`src/rtl/id_hazard_ctrl_pkg.sv`:
```
// Shared MIPS opcode/funct encodings, FSM state encoding and the ID-stage control bundle.
package id_hazard_ctrl_pkg;

  localparam logic [5:0] OP_RTYPE = 6'h00;
  localparam logic [5:0] OP_J     = 6'h02;
  localparam logic [5:0] OP_JAL   = 6'h03;
  localparam logic [5:0] OP_BEQ   = 6'h04;
  localparam logic [5:0] OP_BNE   = 6'h05;
  localparam logic [5:0] OP_LUI   = 6'h0F;
  localparam logic [5:0] OP_SW    = 6'h2B;

  localparam logic [5:0] FN_SLL = 6'h00;
  localparam logic [5:0] FN_SRL = 6'h02;
  localparam logic [5:0] FN_SRA = 6'h03;

  typedef enum logic [1:0] {
    ST_RUN      = 2'd0,
    ST_LU_STALL = 2'd1,
    ST_HALTED   = 2'd2,
    ST_STEP     = 2'd3
  } state_t;

  typedef struct packed {
    logic pc_write;
    logic if_id_write;
    logic if_id_flush;
    logic id_ex_bubble;
  } ctrl_t;

  localparam ctrl_t CTRL_IDLE   = '{pc_write: 1'b0, if_id_write: 1'b0, if_id_flush: 1'b0, id_ex_bubble: 1'b0};
  localparam ctrl_t CTRL_RUN    = '{pc_write: 1'b1, if_id_write: 1'b1, if_id_flush: 1'b0, id_ex_bubble: 1'b0};
  localparam ctrl_t CTRL_FLUSH  = '{pc_write: 1'b1, if_id_write: 1'b1, if_id_flush: 1'b1, id_ex_bubble: 1'b0};
  localparam ctrl_t CTRL_FREEZE = '{pc_write: 1'b0, if_id_write: 1'b0, if_id_flush: 1'b0, id_ex_bubble: 1'b1};

endpackage

```
`src/rtl/id_hazard_ctrl_load_use_detect.sv`:
```
// Combinational load-use detect: decodes which source registers the ID instruction reads
// and compares them with the destination of a load sitting in EX.
module id_hazard_ctrl_load_use_detect
  import id_hazard_ctrl_pkg::*;
(
  input  logic [31:0] instruction,
  input  logic        ex_mem_read,
  input  logic [4:0]  ex_rt,
  output logic        hazard
);

  logic [5:0] opcode;
  logic [5:0] funct;
  logic [4:0] rs;
  logic [4:0] rt;
  logic       uses_rs;
  logic       uses_rt;
  logic       unused_fields;

  assign opcode        = instruction[31:26];
  assign rs            = instruction[25:21];
  assign rt            = instruction[20:16];
  assign funct         = instruction[5:0];
  assign unused_fields = ^instruction[15:6];

  // Shifts by immediate take their operand from rt, not rs.
  assign uses_rs = !((opcode == OP_J) || (opcode == OP_JAL) || (opcode == OP_LUI) ||
                     ((opcode == OP_RTYPE) &&
                      ((funct == FN_SLL) || (funct == FN_SRL) || (funct == FN_SRA))));

  assign uses_rt = (opcode == OP_RTYPE) || (opcode == OP_BEQ) ||
                   (opcode == OP_BNE) || (opcode == OP_SW);

  assign hazard = ex_mem_read && (ex_rt != 5'd0) &&
                  ((uses_rs && (rs == ex_rt)) || (uses_rt && (rt == ex_rt)));

endmodule

```
`src/rtl/id_hazard_ctrl.sv`:
```
// ID-stage sequencing: load-use stalls, taken-branch flush, debug halt/single-step, stall perf count.
// Control outputs are combinational on state and inputs; all outputs are held low while reset is low.
module id_hazard_ctrl
  import id_hazard_ctrl_pkg::*;
#(
  parameter int LOAD_USE_STALLS = 1,
  parameter int CNT_W           = 32
) (
  input  logic             clk,
  input  logic             reset,
  input  logic [31:0]      i_instruction,
  input  logic             i_ex_mem_read,
  input  logic [4:0]       i_ex_rt,
  input  logic             i_branch_taken,
  input  logic             i_halt,
  input  logic             i_step,
  output logic             o_pc_write,
  output logic             o_if_id_write,
  output logic             o_if_id_flush,
  output logic             o_id_ex_bubble,
  output logic [1:0]       o_state,
  output logic [CNT_W-1:0] o_stall_count
);

  localparam logic [1:0] LU_INIT = 2'(LOAD_USE_STALLS - 1);

  state_t           state;
  state_t           state_nxt;
  logic [1:0]       lu_cnt;
  logic [1:0]       lu_cnt_nxt;
  logic             step_q;
  logic             step_rise;
  logic             hazard;
  ctrl_t            ctrl;
  logic [CNT_W-1:0] stall_count;

  id_hazard_ctrl_load_use_detect u_detect (
    .instruction (i_instruction),
    .ex_mem_read (i_ex_mem_read),
    .ex_rt       (i_ex_rt),
    .hazard      (hazard)
  );

  assign step_rise = i_step && !step_q;

  always_ff @(posedge clk) begin
    if (!reset) begin
      state  <= ST_RUN;
      lu_cnt <= 2'd0;
      step_q <= 1'b0;
    end else begin
      state  <= state_nxt;
      lu_cnt <= lu_cnt_nxt;
      step_q <= i_step;
    end
  end

  always_comb begin
    state_nxt  = state;
    lu_cnt_nxt = lu_cnt;
    ctrl       = CTRL_RUN;
    case (state)
      ST_RUN, ST_STEP: begin
        // A hazard beats a taken branch: the branch re-resolves once the load data is ready.
        // A step cycle executes even with halt still asserted.
        if (hazard)                              ctrl = CTRL_FREEZE;
        else if (i_branch_taken)                 ctrl = CTRL_FLUSH;
        else if (i_halt && (state == ST_RUN))    ctrl = CTRL_FREEZE;

        if (hazard && (LOAD_USE_STALLS > 1)) begin
          state_nxt  = ST_LU_STALL;
          lu_cnt_nxt = LU_INIT;
        end else if (state == ST_STEP) begin
          state_nxt = i_halt ? ST_HALTED : ST_RUN;
        end else if (!hazard && !i_branch_taken && i_halt) begin
          state_nxt = ST_HALTED;
        end
      end
      ST_LU_STALL: begin
        ctrl       = CTRL_FREEZE;
        lu_cnt_nxt = lu_cnt - 2'd1;
        if (lu_cnt == 2'd1) state_nxt = i_halt ? ST_HALTED : ST_RUN;
      end
      ST_HALTED: begin
        ctrl = CTRL_FREEZE;
        if (!i_halt)        state_nxt = ST_RUN;
        else if (step_rise) state_nxt = ST_STEP;
      end
      default: state_nxt = ST_RUN;
    endcase
    if (!reset) ctrl = CTRL_IDLE;
  end

  always_ff @(posedge clk) begin
    if (!reset) begin
      stall_count <= '0;
    end else if (!ctrl.pc_write && (state != ST_HALTED) && (stall_count != '1)) begin
      stall_count <= stall_count + CNT_W'(1);
    end
  end

  assign o_pc_write     = ctrl.pc_write;
  assign o_if_id_write  = ctrl.if_id_write;
  assign o_if_id_flush  = ctrl.if_id_flush;
  assign o_id_ex_bubble = ctrl.id_ex_bubble;
  assign o_state        = state;
  assign o_stall_count  = stall_count;

endmodule

```
`config.mk`:
```
export PLATFORM = sky130hd
export DESIGN_NAME = id_hazard_ctrl
export DESIGN_NICKNAME = d
export VERILOG_FILES = /design/src/rtl/id_hazard_ctrl_pkg.sv /design/src/rtl/id_hazard_ctrl_load_use_detect.sv /design/src/rtl/id_hazard_ctrl.sv
export SDC_FILE = /design/constraint.sdc
export NUM_CORES = 1
export LEC_CHECK = 0
export CORE_UTILIZATION = 46
export CTS_CLUSTER_DIAMETER = 120
export CTS_CLUSTER_SIZE = 14
export DETAILED_ROUTE_END_ITERATION = 10
export PLACE_DENSITY = 0.89
export SYNTH_ARGS = -nofsm -noshare
export SYNTH_HDL_FRONTEND = slang
export SYNTH_SLANG_ARGS = --single-unit
```
`constraint.sdc`:
```
create_clock -name clk -period 2.7 [get_ports clk]
set_input_delay 0.27 -clock clk [delete_from_list [all_inputs] [get_ports clk]]
set_output_delay 0.27 -clock clk [all_outputs]
set_load 0.01 [all_outputs]
```
After elaboration in Yosys (flattened, before gate mapping). Cells that the tools add are included.

Register bits: 37. Input bits: 43. Output and inout bits: 38. Logic and storage cells: 69.

$add $sub $neg: 2. Equal/unequal tests: 19. Mux-type cells: 12. Reductions and logical operators: 32.

Operators by type and width (number): 32-bit by 1-bit adder with 32-bit output (second input constant) (1); 32-bit != test (second input constant) (1); 6-bit by 2-bit equality test with 1-bit output (second input constant) (4); 4-bit two-way mux (4); 6-bit by 3-bit equality test with 1-bit output (second input constant) (2); 6-bit zero test (2); 2-bit two-way mux (6); 1-bit logical AND (11); 5-bit equality test (2); 1-bit logical OR (9); 4-bit case mux with 2 select lines (1); 6-bit by 4-bit equality test with 1-bit output (second input constant) (1); 6-bit equality test (second input constant) (1); 3-bit != test (second input constant) (2); 2-bit case mux with 3 select lines (1); 1-bit zero test (5); 5-bit nonzero test (1); 2-bit by 1-bit equality test with 1-bit output (second input constant) (2); 2-bit equality test (second input constant) (2); 2-bit != test (second input constant) (2); 2-bit OR reduction (2); 3-bit AND reduction (1); 2-bit zero test (1); 2-bit by 1-bit subtractor with 2-bit output (second input constant) (1).

Logic depth before layout (Yosys ltp).
Depth in word-level cells: 15. Depth in mapped cells: 10. Depth with buffers taken out: 7.

Hierarchy. From an unflattened synthesis, not the netlist that was laid out.

Cells, all modules: 263. Area, all modules: 2189.6 µm².

By module, submodules not included: id_hazard_ctrl (instances 1, cells an instance 233, area each 1979.4 µm², seq. area each 740.7 µm²); id_hazard_ctrl_load_use_detect (instances 1, cells an instance 30, area each 210.2 µm², seq. area each 0.0 µm²).

Worst setup path after synthesis. No wires, ideal clock.

Kind: reg2reg. From: register stall_count[0], in the netlist o_stall_count[0]. To: register stall_count[8], in the netlist o_stall_count[8]. Library setup time: 70 ps. Data arrival time: 2105 ps. Required time: 2630 ps. Slack: 525 ps. Stages on the path, launching flop included: 9. Buffers on the path: 1. Period minus slack after synthesis: 2175 ps. Cells stage by stage: dfxtp_1 > ha_1 > nand3_1 > nand2b_1 > nor3_1 > clkbuf_1 > or4b_2 > or3_1 > a21oi_1.

Longest elaborated chain between the ends: 2. Elaborated cells on any way between the ends: 3. Classes of those cells: add/sub (1); eq/ne (1); reduce/logical (1).

Ends and longest elaborated chain: start, declared (RTL line id_hazard_ctrl.sv:35) `logic [CNT_W-1:0] stall_count;`; start signal, assigned (RTL line id_hazard_ctrl.sv:98) `stall_count <= stall_count + CNT_W'(1);`; parallel branches: the longest is 2 deep, another holds 32-bit by 1-bit adder with 32-bit output.

Parallel ways; which one is timed is not known. A chain may end at the register's enable or synchronous reset.

Final worst setup path.
From: input i_ex_rt[0]. To: register stall_count[6], in the netlist o_stall_count[6].

Longest elaborated chain between the ends: 10. Elaborated cells on any way between the ends: 14. Classes of those cells: eq/ne (2); mux (3); reduce/logical (9).

Ends and longest elaborated chain: start, declared (RTL line id_hazard_ctrl.sv:13) `input logic [4:0] i_ex_rt,`; 5-bit equality test (RTL line id_hazard_ctrl_load_use_detect.sv:35) `((uses_rs && (rs == ex_rt)) || (uses_rt && (rt == ex_rt)));`; 1-bit logical AND (RTL line id_hazard_ctrl_load_use_detect.sv:35); 1-bit logical OR (RTL line id_hazard_ctrl_load_use_detect.sv:35); 1-bit logical AND (*) (RTL line id_hazard_ctrl_load_use_detect.sv:34) `assign hazard = ex_mem_read && (ex_rt != 5'd0) &&`; 4-bit two-way mux (*) (RTL line id_hazard_ctrl.sv:66) `if (hazard) ctrl = CTRL_FREEZE;`; 4-bit case mux with 2 select lines (*) (RTL line id_hazard_ctrl.sv:62) `case (state)`; 4-bit two-way mux (*) (RTL line id_hazard_ctrl.sv:91) `if (!reset) ctrl = CTRL_IDLE;`; 1-bit zero test (*) (RTL line id_hazard_ctrl.sv:97) `end else if (!ctrl.pc_write && (state != ST_HALTED) && (stall_count != '1)) begin`; 1-bit logical AND (*) (2 in a row) (RTL line id_hazard_ctrl.sv:97).

Mark *: on every way between the ends. The rest lies on a longest branch, timed or not.

==> results.sh <==
export IMPL_maxCapViolCount=0
export IMPL_slew_violations=0
export IMPL_clock_path_buffers=2
export IMPL_clk_latency_ns=0.29
export IMPL_utilization=0.6932
export IMPL_dp_hpwl_um=4603
export IMPL_clock_sinks=37
export IMPL_antenna_found_initial=0
export IMPL_ys_warn_count=0
export IMPL_synthArstFlopShare=0
export IMPL_rows=25
export IMPL_rsz0062_at_grt="false"
export IMPL_initial_utilization=0.4852
export IMPL_combPwrFrac=0.386
export IMPL_portBuffers=70
export IMPL_place_congestion=0.8194
export IMPL_holdCritPathClass="reg2reg"
export IMPL_yosysUniqueCellTypes=45
export IMPL_die_w_um=73.28
export IMPL_crit_type="in2reg"
export IMPL_layout_drive_gt1_share=0.1297
export IMPL_syn_num_nets=337
export IMPL_drc=0
export IMPL_post_cts_buffers=0
export IMPL_endpoint_kind="flip-flop"
export IMPL_fmax_mhz=389.9
export IMPL_synth_area_top_cells="dfxtp_1, or4_1, a21oi_1"
export IMPL_yosysTopAreaCell="dfxtp_1"
export IMPL_status="completed"
export IMPL_grt_pass1_vias=2420
export IMPL_required_ns=2.93
export IMPL_nFillCells=404
export IMPL_cts_hold_buf=0
export IMPL_via_per_inst=5.730
export IMPL_synthCells=288
export IMPL_multi_input_area_um2=1490
export IMPL_coreArea_um2=4817
export IMPL_seqPwrFrac=0.388
export IMPL_p_switching_mw=0.5415
export IMPL_path_max_fanout=8
export IMPL_avgSynthCellArea_um2=8.115
export IMPL_synth_seq_cells=37
export IMPL_h_tree_depth=2
export IMPL_yosysSeqAreaShare=0.3169
export IMPL_cts_tree="yes"
export IMPL_reg2reg_depth=7
export IMPL_setup_viol=0
export IMPL_hold_viol_final=0
export IMPL_slew_headroom=0.6470
export IMPL_worst_pin_slew_ns=0.5295
export IMPL_synth_edf_count=0
export IMPL_seqCellArea_um2=740.7
export IMPL_power_density_nw_per_um2=476.6
export IMPL_final_setup_skew_ns=0.008664
export IMPL_fp_dieH_um=73.28
export IMPL_grt_pass1_wl_um=10140
export IMPL_synthesis_area_um2=2337
export IMPL_grt_usage=0.2402
export IMPL_numCtsBuffers=5
export IMPL_fin_cells=437
export IMPL_avgRoutedWirePerCell_um=14.12
export IMPL_critPathLaunchType="primary input"
export IMPL_diodes=0
export IMPL_worstPathArrival_ns=2.79
export IMPL_place_inst=431
export IMPL_areaGrowthSynthToFinish_pct=42.88
export IMPL_drt_initial_drc_count=112
export IMPL_synth_ff_type="dfxtp_1"
export IMPL_power_leakage_nw=1.152
export IMPL_vias=2504
export IMPL_min_path_cells=2
export IMPL_fin_crit_sh=0.9498
export IMPL_sw_frac_of_total=0.3402
export IMPL_grt_overflow_total=0
export IMPL_peakVddDrop_uv=282.2
export IMPL_final_nets=420
export IMPL_firstDrtPassIters=4
export IMPL_fp_dieArea_um2=5370
export IMPL_p_int_mw=1.050
export IMPL_wl_um=6169
export IMPL_ant_nets=0
export IMPL_min_period_ns=2.564
export IMPL_cts_root_buf="clkbuf_8"
export IMPL_io_pins=81
export IMPL_grt_max_degree=26
export IMPL_cts_clk_slew_worst_paths_ns=0.07
export IMPL_synth_top_area_frac=0.3169
export IMPL_p_clk_frac=0.227
==> routing by layer <==
layer | track usage | vias up | routed length, µm
met2 | 0.4311 | 80 | 3236
li1 | - | 1229 | -
met3 | 0.06584 | 7 | 326
met1 | 0.2610 | 1188 | 2537
met5 | 0 | - | 0
met4 | 0.1111 | 0 | 69
==> worst max-delay path, cell delays in order <==
cell	delay, ns
clkdlybuf4s50_1	0.53
xnor2_1	0.14
nand4_1	0.12
or4_4	0.51
a21oi_4	0.19
nor3_4	0.06
buf_12	0.14
buf_4	0.15
or4_1	0.51
a21oi_1	0.16
==> through the flow <==
step / setup TNS (ns) / setup WS [ns] / hold WS (ns) / power, mW / instance area, µm²
2_1_floorplan: 0 / 0.5247 / 0.3973 / 0.9592 / 2337
3_3_place_gp: -1.174 / -0.1051 / 0.4662 / 1.209 / 3234
3_5_place_dp: -3.028 / -0.1799 / 0.4756 / 1.236 / 3234
4_1_cts: -0.1912 / -0.06413 / 0.4919 / 1.591 / 3318
5_1_grt: 0 / 0.09287 / 0.5235 / 1.686 / 3339
6_report: 0 / 0.1355 / 0.4923 / 1.592 / 3339
==> cells by family (layout without fill, tap and decap cells) <==
| kind of cell | count (synthesis) | in the layout | synth area share |
|---|---|---|---|
| and+or+nand+nor | 135 | 135 | 0.3544 |
| buffers and inverters | 31 | 113 | 0.05942 |
| AOI/OAI and AO/OA | 58 | 58 | 0.1531 |
| DFF | 37 | 37 | 0.3169 |
| adders and majority gates | 6 | 6 | 0.03212 |
| xor gates and xnor gates | 11 | 11 | 0.04122 |
| muxes | 10 | 10 | 0.04283 |
==> state kept, by name, summed over array words and instances (netlist names) <==
name,count
lu_cnt,2
o_state,2
step_q,1
o_stall_count,32
==> power groups by stage <==
stage	sequential [mW]	combinational (mW)	clock, mW
after global placement	0.627	0.582	0
after global routing	0.625	0.664	0.397
after detailed placement	0.629	0.606	0
after floorplan	0.632	0.327	0
after CTS	0.617	0.607	0.366
final	0.617	0.614	0.361
==> final cells by class <==
type                    instances  share of cell area
multi-input cells             220              0.4462
clock inverters                 1            0.001499
well taps                      67             0.02510
flip-flops and latches         37              0.2218
repair buffers                 94              0.2701
inverters                      13             0.01461
clock buffers                   5             0.02061
==> synth_stat cells (2+ instances only) <==
| master | n |
|---|---|
| a21oi_1 | 21 |
| and2_1 | 2 |
| and3_1 | 3 |
| buf_2 | 3 |
| buf_6 | 2 |
| clkbuf_1 | 11 |
| dfxtp_1 | 37 |
| ha_1 | 6 |
| inv_1 | 13 |
| mux2i_1 | 10 |
| nand2_1 | 23 |
| nand2b_1 | 11 |
| nand3_1 | 7 |
| nand4_1 | 11 |
| nor2_1 | 14 |
| nor3_1 | 6 |
| nor4_1 | 6 |
| nor4_2 | 4 |
| o211ai_1 | 2 |
| o21a_1 | 3 |
| o21ai_0 | 17 |
| o31a_1 | 3 |
| o31ai_1 | 5 |
| o41ai_1 | 2 |
| or2_2 | 2 |
| or3_1 | 15 |
| or4_1 | 19 |
| or4b_1 | 3 |
| or4b_2 | 2 |
| xnor2_1 | 5 |
| xor2_1 | 6 |
==> placed cells by master (no fill, tap or decap), types with 5 or more instances in the layout <==
master            n
nor2_1           14
clkdlybuf4s50_1  65
xor2_1            6
ha_1              6
a21oi_1          21
dfxtp_1          37
buf_4            23
nand2b_1         11
nand3_1           7
inv_1            13
o21ai_0          16
or4_1            19
xnor2_1           5
nand4_1          11
nand2_1          23
or3_1            15
nor4_1            6
mux2i_1          10
o31ai_1           5
clkbuf_8          5
==> final timing paths <==
check / from / endpoint / slack [ns]
setup / recovery: i_ex_rt[0] / o_stall_count[6]$_SDFFE_PN0P_ / 0.14
hold / removal: o_stall_count[26]$_SDFFE_PN0P_ / o_stall_count[26]$_SDFFE_PN0P_ / 0.49
setup reg to reg: o_stall_count[20]$_SDFFE_PN0P_ / o_stall_count[31]$_SDFFE_PN0P_ / 0.35
hold reg to reg: o_stall_count[26]$_SDFFE_PN0P_ / o_stall_count[26]$_SDFFE_PN0P_ / 0.49
==> what timing repair did <==
action	4_1_cts	5_1_grt
endpoints found under the setup margin	4	3
resized for setup	4	6
cloned	0	0
pin swaps	1	1
endpoints found under the hold margin	0	0
Power figures use the tool's default switching activity.
